### src/rtl/uart_pkg.sv
// Shared UART definitions: state encoding and default frame timing so the
// receive and transmit paths agree on bit time and payload width.
package uart_pkg;

    localparam int DEFAULT_DELAY_COUNTS = 11;
    localparam int DEFAULT_DATA_WIDTH   = 8;

    localparam logic [2:0] IDLE   = 3'd0;
    localparam logic [2:0] START  = 3'd1;
    localparam logic [2:0] DATA   = 3'd2;
    localparam logic [2:0] PARITY = 3'd3;
    localparam logic [2:0] STOP   = 3'd4;

    typedef enum logic [2:0] {
        ST_IDLE   = IDLE,
        ST_START  = START,
        ST_DATA   = DATA,
        ST_PARITY = PARITY,
        ST_STOP   = STOP
    } tx_state_t;

endpackage

### src/rtl/tx_bit_tick.sv
// Bit-rate divider: counts 0..delay_counts-1 while enabled and flags the last
// count of every bit period; held at zero whenever disabled.
module tx_bit_tick #(
    parameter int delay_counts = 11
) (
    input  logic clk,
    input  logic rst,
    input  logic enable,
    output logic tick
);

    localparam int CW = (delay_counts > 1) ? $clog2(delay_counts) : 1;
    localparam logic [CW-1:0] LAST = CW'(delay_counts - 1);

    logic [CW-1:0] r_count;

    always_ff @(posedge clk) begin
        if (rst || !enable) begin
            r_count <= '0;
        end else if (r_count == LAST) begin
            r_count <= '0;
        end else begin
            r_count <= r_count + 1'b1;
        end
    end

    assign tick = enable && (r_count == LAST);

endmodule

### src/rtl/uart_tx.sv
// 8N1 serial transmitter with start/busy/done handshake; all outputs registered.
// Define UART_TX_PARITY_EN to insert an even-parity bit (8E1 frames).
module uart_tx
    import uart_pkg::*;
#(
    parameter int delay_counts = DEFAULT_DELAY_COUNTS,
    parameter int DATA_WIDTH   = DEFAULT_DATA_WIDTH
) (
    input  logic                  clk,
    input  logic                  rst,
    input  logic                  tx_start,
    input  logic [DATA_WIDTH-1:0] tx_data,
    output logic                  tx,
    output logic                  tx_busy,
    output logic                  tx_done
);

    localparam int IW = (DATA_WIDTH > 1) ? $clog2(DATA_WIDTH) : 1;
    localparam logic [IW-1:0] LAST_IDX = IW'(DATA_WIDTH - 1);

    tx_state_t             r_state;
    tx_state_t             w_state_next;
    logic [DATA_WIDTH-1:0] r_shift;
    logic [DATA_WIDTH-1:0] w_shift_next;
    logic [IW-1:0]         r_idx;
    logic [IW-1:0]         w_idx_next;
    logic                  r_tx;
    logic                  r_busy;
    logic                  r_done;
    logic                  w_tx_next;
    logic                  w_tick;
`ifdef UART_TX_PARITY_EN
    logic                  r_parity;
`endif

    tx_bit_tick #(
        .delay_counts(delay_counts)
    ) u_tick (
        .clk   (clk),
        .rst   (rst),
        .enable(r_state != ST_IDLE),
        .tick  (w_tick)
    );

    always_comb begin
        w_state_next = r_state;
        w_shift_next = r_shift;
        w_idx_next   = r_idx;
        case (r_state)
            ST_IDLE: begin
                if (tx_start) begin
                    w_state_next = ST_START;
                    w_shift_next = tx_data;
                end
            end
            ST_START: begin
                if (w_tick) begin
                    w_state_next = ST_DATA;
                    w_idx_next   = '0;
                end
            end
            ST_DATA: begin
                if (w_tick) begin
                    w_shift_next = r_shift >> 1;
                    w_idx_next   = r_idx + 1'b1;
                    if (r_idx == LAST_IDX) begin
`ifdef UART_TX_PARITY_EN
                        w_state_next = ST_PARITY;
`else
                        w_state_next = ST_STOP;
`endif
                    end
                end
            end
`ifdef UART_TX_PARITY_EN
            ST_PARITY: begin
                if (w_tick) begin
                    w_state_next = ST_STOP;
                end
            end
`endif
            ST_STOP: begin
                if (w_tick) begin
                    w_state_next = ST_IDLE;
                end
            end
            default: w_state_next = ST_IDLE;
        endcase
    end

    // The line level is derived from the state being entered so tx changes
    // on the same edge as the state, with no input-to-output path.
    always_comb begin
        w_tx_next = 1'b1;
        case (w_state_next)
            ST_START:  w_tx_next = 1'b0;
            ST_DATA:   w_tx_next = w_shift_next[0];
`ifdef UART_TX_PARITY_EN
            ST_PARITY: w_tx_next = r_parity;
`endif
            default:   w_tx_next = 1'b1;
        endcase
    end

    always_ff @(posedge clk) begin
        if (rst) begin
            r_state <= ST_IDLE;
            r_shift <= '0;
            r_idx   <= '0;
            r_tx    <= 1'b1;
            r_busy  <= 1'b0;
            r_done  <= 1'b0;
        end else begin
            r_state <= w_state_next;
            r_shift <= w_shift_next;
            r_idx   <= w_idx_next;
            r_tx    <= w_tx_next;
            r_busy  <= (w_state_next != ST_IDLE);
            r_done  <= (r_state == ST_STOP) && w_tick;
        end
    end

`ifdef UART_TX_PARITY_EN
    always_ff @(posedge clk) begin
        if (rst) begin
            r_parity <= 1'b0;
        end else if ((r_state == ST_IDLE) && tx_start) begin
            r_parity <= ^tx_data;
        end
    end
`endif

    assign tx      = r_tx;
    assign tx_busy = r_busy;
    assign tx_done = r_done;

endmodule

### config.mk
export PLATFORM = sky130hd
export DESIGN_NAME = uart_tx
export DESIGN_NICKNAME = d
export VERILOG_FILES = /design/src/rtl/uart_pkg.sv /design/src/rtl/tx_bit_tick.sv /design/src/rtl/uart_tx.sv
export SDC_FILE = /design/constraint.sdc
export NUM_CORES = 1
export LEC_CHECK = 0
export BUFFER_PORTS_ARGS = -buffer_cell sky130_fd_sc_hd__buf_2
export CORE_MARGIN = 1
export CORE_UTILIZATION = 49
export DETAILED_ROUTE_END_ITERATION = 6
export PLACE_DENSITY_LB_ADDON = 0.08
export SLEW_MARGIN = 20
export SYNTH_ARGS = -nofsm -noshare
export SYNTH_HDL_FRONTEND = slang
export SYNTH_HIERARCHICAL = 1
export SYNTH_SLANG_ARGS = --single-unit
### constraint.sdc
create_clock -name clk -period 1.9 [get_ports clk]
set_clock_uncertainty 0.05 [all_clocks]
set_input_delay 0.38 -clock clk [delete_from_list [all_inputs] [get_ports clk]]
set_output_delay 0.38 -clock clk [all_outputs]
set_load 0.05 [all_outputs]
==> impl_metrics.ini, run 1 <==
[worst_hold_path]
hold_path.class = in -> reg
hold_depth = 3
hold_start = tx_data[7]

[timing]
finalCriticalPeriod_ns = 1.850
fmax_ghz = 0.5405
worst_pin_slew_ns = 0.5755
setup_viol = 0
slew_viol_final = 0
hold_violations = 0
setup_tns_ns = 0
period_share_pct = 97.37
rsz0062_at_grt = false
slew_headroom_pct = 61.47

[critical_path]
cp.arrival_ns = 2.00
start_kind = register
r2r_cells = 7
slowest_delay_ns = 0.39
critPathKind = reg -> reg
startpoint = r_state[0]$_SDFF_PP0_
cp-end-kind = register
r2r-start = r_state[0]$_SDFF_PP0_
crit_slowest_cell = or3_4
worstPathBufferInverterCount = 1
worstPathCellList = or3_4, inv_1, nor2_4, and3b_2, a31oi_4, nor3_4, or3_1
worstPathRequired_ns = 2.05
path_max_fanout = 10
path_depth = 7
crit_family = simple AND/OR/NAND/NOR gates

[logic_synthesis]
syn_inst = 100
synthXorXnorAreaFrac_pct = 2.638
netlist_area_um2 = 996.0
async_reset_ff_share_pct = 0
ys.flop_type = dfxtp_1
synth_nets = 115
synth.most_common_cell = dfxtp_1
synth-compound-area-share_pct = 15.70
avgSynthCellArea_um2 = 9.960
synth-edff-count = 0
synth-simple-area-share_pct = 26.26
synth_seq_cells = 21
synth_top_family_by_area = simple AND/OR/NAND/NOR gates
yosysWarnings = 6
seq_area_frac_synth_pct = 42.21
ys_types = 35
synthAdderAreaFrac_pct = 5.025
synthTopCellsByArea = dfxtp_1 42%, a22oi_1 6.0%, buf_6 5.7%
synth_commonest_cells = 21 x dfxtp_1, 13 x nor2_1, 8 x a21oi_1, 8 x a22oi_1, 7 x nand2_1
synth_mux_area_share_pct = 1.005
yosys.area.top_type = dfxtp_1
synth_top_area_share_pct = 42.21

[routing]
dr.first_iter.drc_count = 12
highest_layer = met4
first_pass_iters = 4
wl_met1_um = 857
post_drt_via_cell_ratio = 5.338
route.met2.wl_um = 907
drc_errors = 0
ant_nets = 0
wirelength_um = 1823
via_count = 758
wl_per_cell_um = 12.84
wl_met3_um = 39

[cts]
clkSinkCount = 21
cts_root_buf = clkbuf_4
cts_tree = yes
hold_buffers = 0
clkLatencyLatePin_ns = 0.30
path_clk_slew_ns = 0.11
cts_max_path_buffers = 2
htreeDepth = 1
numCtsBuffers = 3

[grt]
grt_pass1_wl_um = 2822
grt_max_degree = 17
grt_usage_pct = 17.94
overflow = 0
grt_antenna_before_repair = 0
grt_pass1_vias = 649

[final_layout]
n_antenna_cell = 0
finalInstanceArea_mm2 = 0.001151
syn_to_final_growth_pct = 15.58
layout-drive-gt1-share_pct = 33.33
final_net_count = 133

[status]
status = complete, no violations

[place]
dp_hpwl_um = 1205
finalWeightedCongestion = 0.7001
place_area_mm2 = 0.001067
io_buffers = 13

[floorplanning]
die_x_um = 47.09
die_y_um = 47.09
io-pin-count = 14
die-area_mm2 = 0.002217
start_util_pct = 54.71
rows = 15
core_mm2 = 0.001821

[power]
leakage_nw = 0.4835
powerDensity_mw_per_mm2 = 685.9
worst_ir_drop_vdd_uv = 475.6

[job]
drv.max_cap_violation_count = 0
[worst paths after layout]
check             slack [ns]                      endpoint
hold reg to reg         0.40  u_tick/r_count[0]$_SDFF_PP0_
hold / removal          0.25       r_shift[7]$_SDFFE_PP0P_
setup reg to reg        0.05            tx_busy$_SDFF_PP0_
setup / recovery        0.05            tx_busy$_SDFF_PP0_
[layout make-up]
type                       count  area (µm²)
inverter                       3       11.26
tap                           25       31.28
clock buffer                   4       26.28
fill                         160       669.4
sequential                    21       422.9
timing repair buffer          19       110.1
multi-input combinational     70       549.3
[state kept, by name, indices dropped and copies added, names as in the netlist]
signal          count
r_shift             8
tx                  1
tx_done             1
r_state             3
r_idx               3
u_tick/r_count      4
tx_busy             1
[tightest hold or removal path: stages]
cell     delay, ns
buf_2         0.07
a21oi_1       0.05
nor2_1        0.07
[timing repair]
item / 4_1_cts / 5_1_grt
setup buffers: 1 / 2
pin swaps: 0 / 1
cloned: 0 / 0
setup endpoints to repair: 1 / 8
gates resized for setup: 2 / 8
[per-layer routing]
metal  track usage [%]  vias up
met5                 0        -
met4             5.143        0
met3             3.462        4
met2             31.11       11
met1             22.59      347
li1                  -      396
[kinds of logic (layout without fill, tap and decap cells)]
group | after synthesis | count (layout)
adder cells (fa/ha/maj) | 4 | 4
buffers and inverters | 9 | 26
AO/OA/AOI/OAI | 22 | 22
flip-flops | 21 | 21
multiplexers | 1 | 1
AND/OR/NAND/NOR | 40 | 40
XOR/XNOR | 3 | 3
[cell usage in the layout (no fill, tap or decap), types with 2 or more instances in the layout]
master    count
dfxtp_1      19
a21oi_1       8
buf_4         6
nor2_4        2
a22oi_1       8
xor2_1        2
buf_2        13
clkbuf_4      3
nand2_1       7
nor3_1        2
dfxtp_2       2
inv_1         2
ha_1          4
nand3b_1      2
nor2_1       12
[stage by stage]
stage	worst slack [ns]	total power, mW	hold slack [ns]	cells	util [%]
floorplan	0.007350	0.5502	0.3797	100	-
CTS	0.01483	0.7858	0.2508	141	61.10
finish	0.04995	0.7895	0.2503	142	63.23
global route	0.003191	0.8225	0.2614	142	63.23
detailed placement	0.02470	0.5772	0.3986	136	58.63
global placement	0.09502	0.5746	0.3940	136	58.63
[power breakdown]
| part | switching (mW) | internal, mW |
|---|---|---|
| Combinational | 0.0633 | 0.0430 |
| Clock | 0.133 | 0.0818 |
| Sequential | 0.00963 | 0.459 |
(Power assumes the default switching activity.)
==> run 2, diff against run 1 <==
==> constraint.sdc (replaced) <==
create_clock -name clk -period 1.7 [get_ports clk]
set_clock_uncertainty 0.05 [all_clocks]
set_input_delay 0.34 -clock clk [delete_from_list [all_inputs] [get_ports clk]]
set_output_delay 0.34 -clock clk [all_outputs]
set_load 0.05 [all_outputs]
==> impl_metrics.ini, run 2 (synthesis gave the netlist of run 1 again) <==
[status]
status = finished, violations left
violations = negative setup slack

[final_layout]
layoutNonFillerInstCount = 154
top_register = r_shift
reg_top3 = r_shift x8, u_tick/r_count x4
final_cell_mix = 17 x dfxtp_1, 13 x buf_2, 12 x nor2_1, 12 x buf_4
layout-drive-gt1-share_pct = 52.71
layout_commonest_cell = dfxtp_1
n_antenna_cell = 0
largest_register_ffs = 8
syn_to_final_growth_pct = 35.18
n_fill_cell = 151
final_net_count = 145

[timing]
finalCriticalPeriod_ns = 1.730
setup_viol = 5
slew_headroom_pct = 78.13
rsz0062_at_grt = true
fmax_ghz = 0.5781
hold_violations = 0
slew_viol_final = 0
period_share_pct = 101.8
whs_ns = 0.2277
worst_pin_slew_ns = 0.3254
finalWorstSetupSlack_ns = -0.02980

[routing]
ant_nets = 0
dr.first_iter.drc_count = 12
wl_per_cell_um = 12.32
first_pass_iters = 4
post_drt_via_cell_ratio = 5.338
drc_errors = 0
via_count = 822
wirelength_um = 1897

[power]
clockPowerShare_pct = 26.1
p_int_mw = 0.6660
p_seq_share_pct = 58.3
powerDensity_mw_per_mm2 = 669.8
fin_total_pwr_mw = 0.9017
switching_power_mw = 0.2357
p_sw_share_pct = 26.14
leakage_nw = 0.5630
worst_ir_drop_vdd_uv = 672.4
pwr-share-comb_pct = 15.5

[grt]
grt_antenna_before_repair = 0
grt_pass1_wl_um = 2925
grt_usage_pct = 18.94
grt_pass1_vias = 660
grt_max_degree = 17
overflow = 0

[critical_path]
startpoint = r_state[2]$_SDFF_PP0_
reg2reg_slack_ns = -0.03
path_max_fanout = 5
cp.arrival_ns = 1.87
r2r-start = r_state[2]$_SDFF_PP0_
start_kind = register
crit_slowest_cell = or3_4
crit_family = simple AND/OR/NAND/NOR gates
worstPathCellList = or3_4, inv_4, nor2_4, and3b_1, a31oi_4, nor3_2, or3_1
worstPathRequired_ns = 1.84
slowest_delay_ns = 0.40
critPathKind = reg -> reg
worstPathBufferInverterCount = 1
cp-end-kind = register

[job]
drv.max_cap_violation_count = 0

[cts]
cts_max_path_buffers = 2
clkLatencyLatePin_ns = 0.30
cts_root_buf = clkbuf_4
numCtsBuffers = 3
path_clk_slew_ns = 0.11
htreeDepth = 1
cts_tree = yes
hold_buffers = 0
clkSinkCount = 21

[place]
dpl_worst_slack_ns = -0.1626
finalWeightedCongestion = 0.8329
dp.cells = 147
dp_hpwl_um = 1278
io_buffers = 13

[floorplanning]
rows = 15
start_util_pct = 54.71
io-pin-count = 14
die_y_um = 47.09
die-area_mm2 = 0.002217
die_x_um = 47.09
core_mm2 = 0.001821

[worst_hold_path]
hold_start = tx_data[7]
hold_path.class = in -> reg
run 2: routing by layer:
layer	wire (µm)	global-route usage, %	vias up
met4	0	4.571	0
li1	-	-	414
met1	861	24.12	385
met3	111	7.308	0
met2	924	30.28	23
met5	0	0	-
run 2: final timing paths:
kind | depth (start not counted) | endpoint
setup / recovery | 7 | tx_busy$_SDFF_PP0_
hold / removal | 3 | r_shift[7]$_SDFFE_PP0P_
setup reg to reg | 7 | tx_busy$_SDFF_PP0_
hold reg to reg | 2 | r_shift[3]$_SDFFE_PP0P_
run 2: power by group through the flow:
stage	clock network (mW)	logic, mW	registers, mW
4_1_cts	0.246	0.136	0.525
6_report	0.236	0.140	0.526
3_5_place_dp	0	0.130	0.535
3_3_place_gp	0	0.129	0.535
2_1_floorplan	0	0.0726	0.549
5_1_grt	0.264	0.151	0.528
run 2: cell type report:
type,instances,area [µm²],share of cell area [%]
Tap cell,25,31.28,2.323
Clock buffer,4,26.28,1.952
Multi-Input combinational cell,70,626.9,46.56
Timing Repair Buffer,31,222.7,16.54
Inverter,3,13.76,1.022
Sequential cell,21,425.4,31.60
run 2: tightest hold or removal path: stages:
cell     delay (ns)
buf_2          0.07
a21oi_1        0.05
nor2_1         0.09
run 2: stage by stage:
step | setup TNS [ns] | instance area [µm²] | utilization (%)
finish | -0.06968 | 1346 | 73.95
floorplan | -0.6966 | 1047 | -
global route | -0.7809 | 1346 | 73.95
global placement | -0.4074 | 1196 | 65.70
detailed placement | -1.117 | 1196 | 65.70
CTS | -0.04631 | 1287 | 70.72
run 2: timing repair:
action                                  4_1_cts  5_1_grt
gates cloned                                  0        0
resized for setup                            13       11
pin swaps                                     8        6
endpoints found under the setup margin       13       13
setup buffers                                 1        2
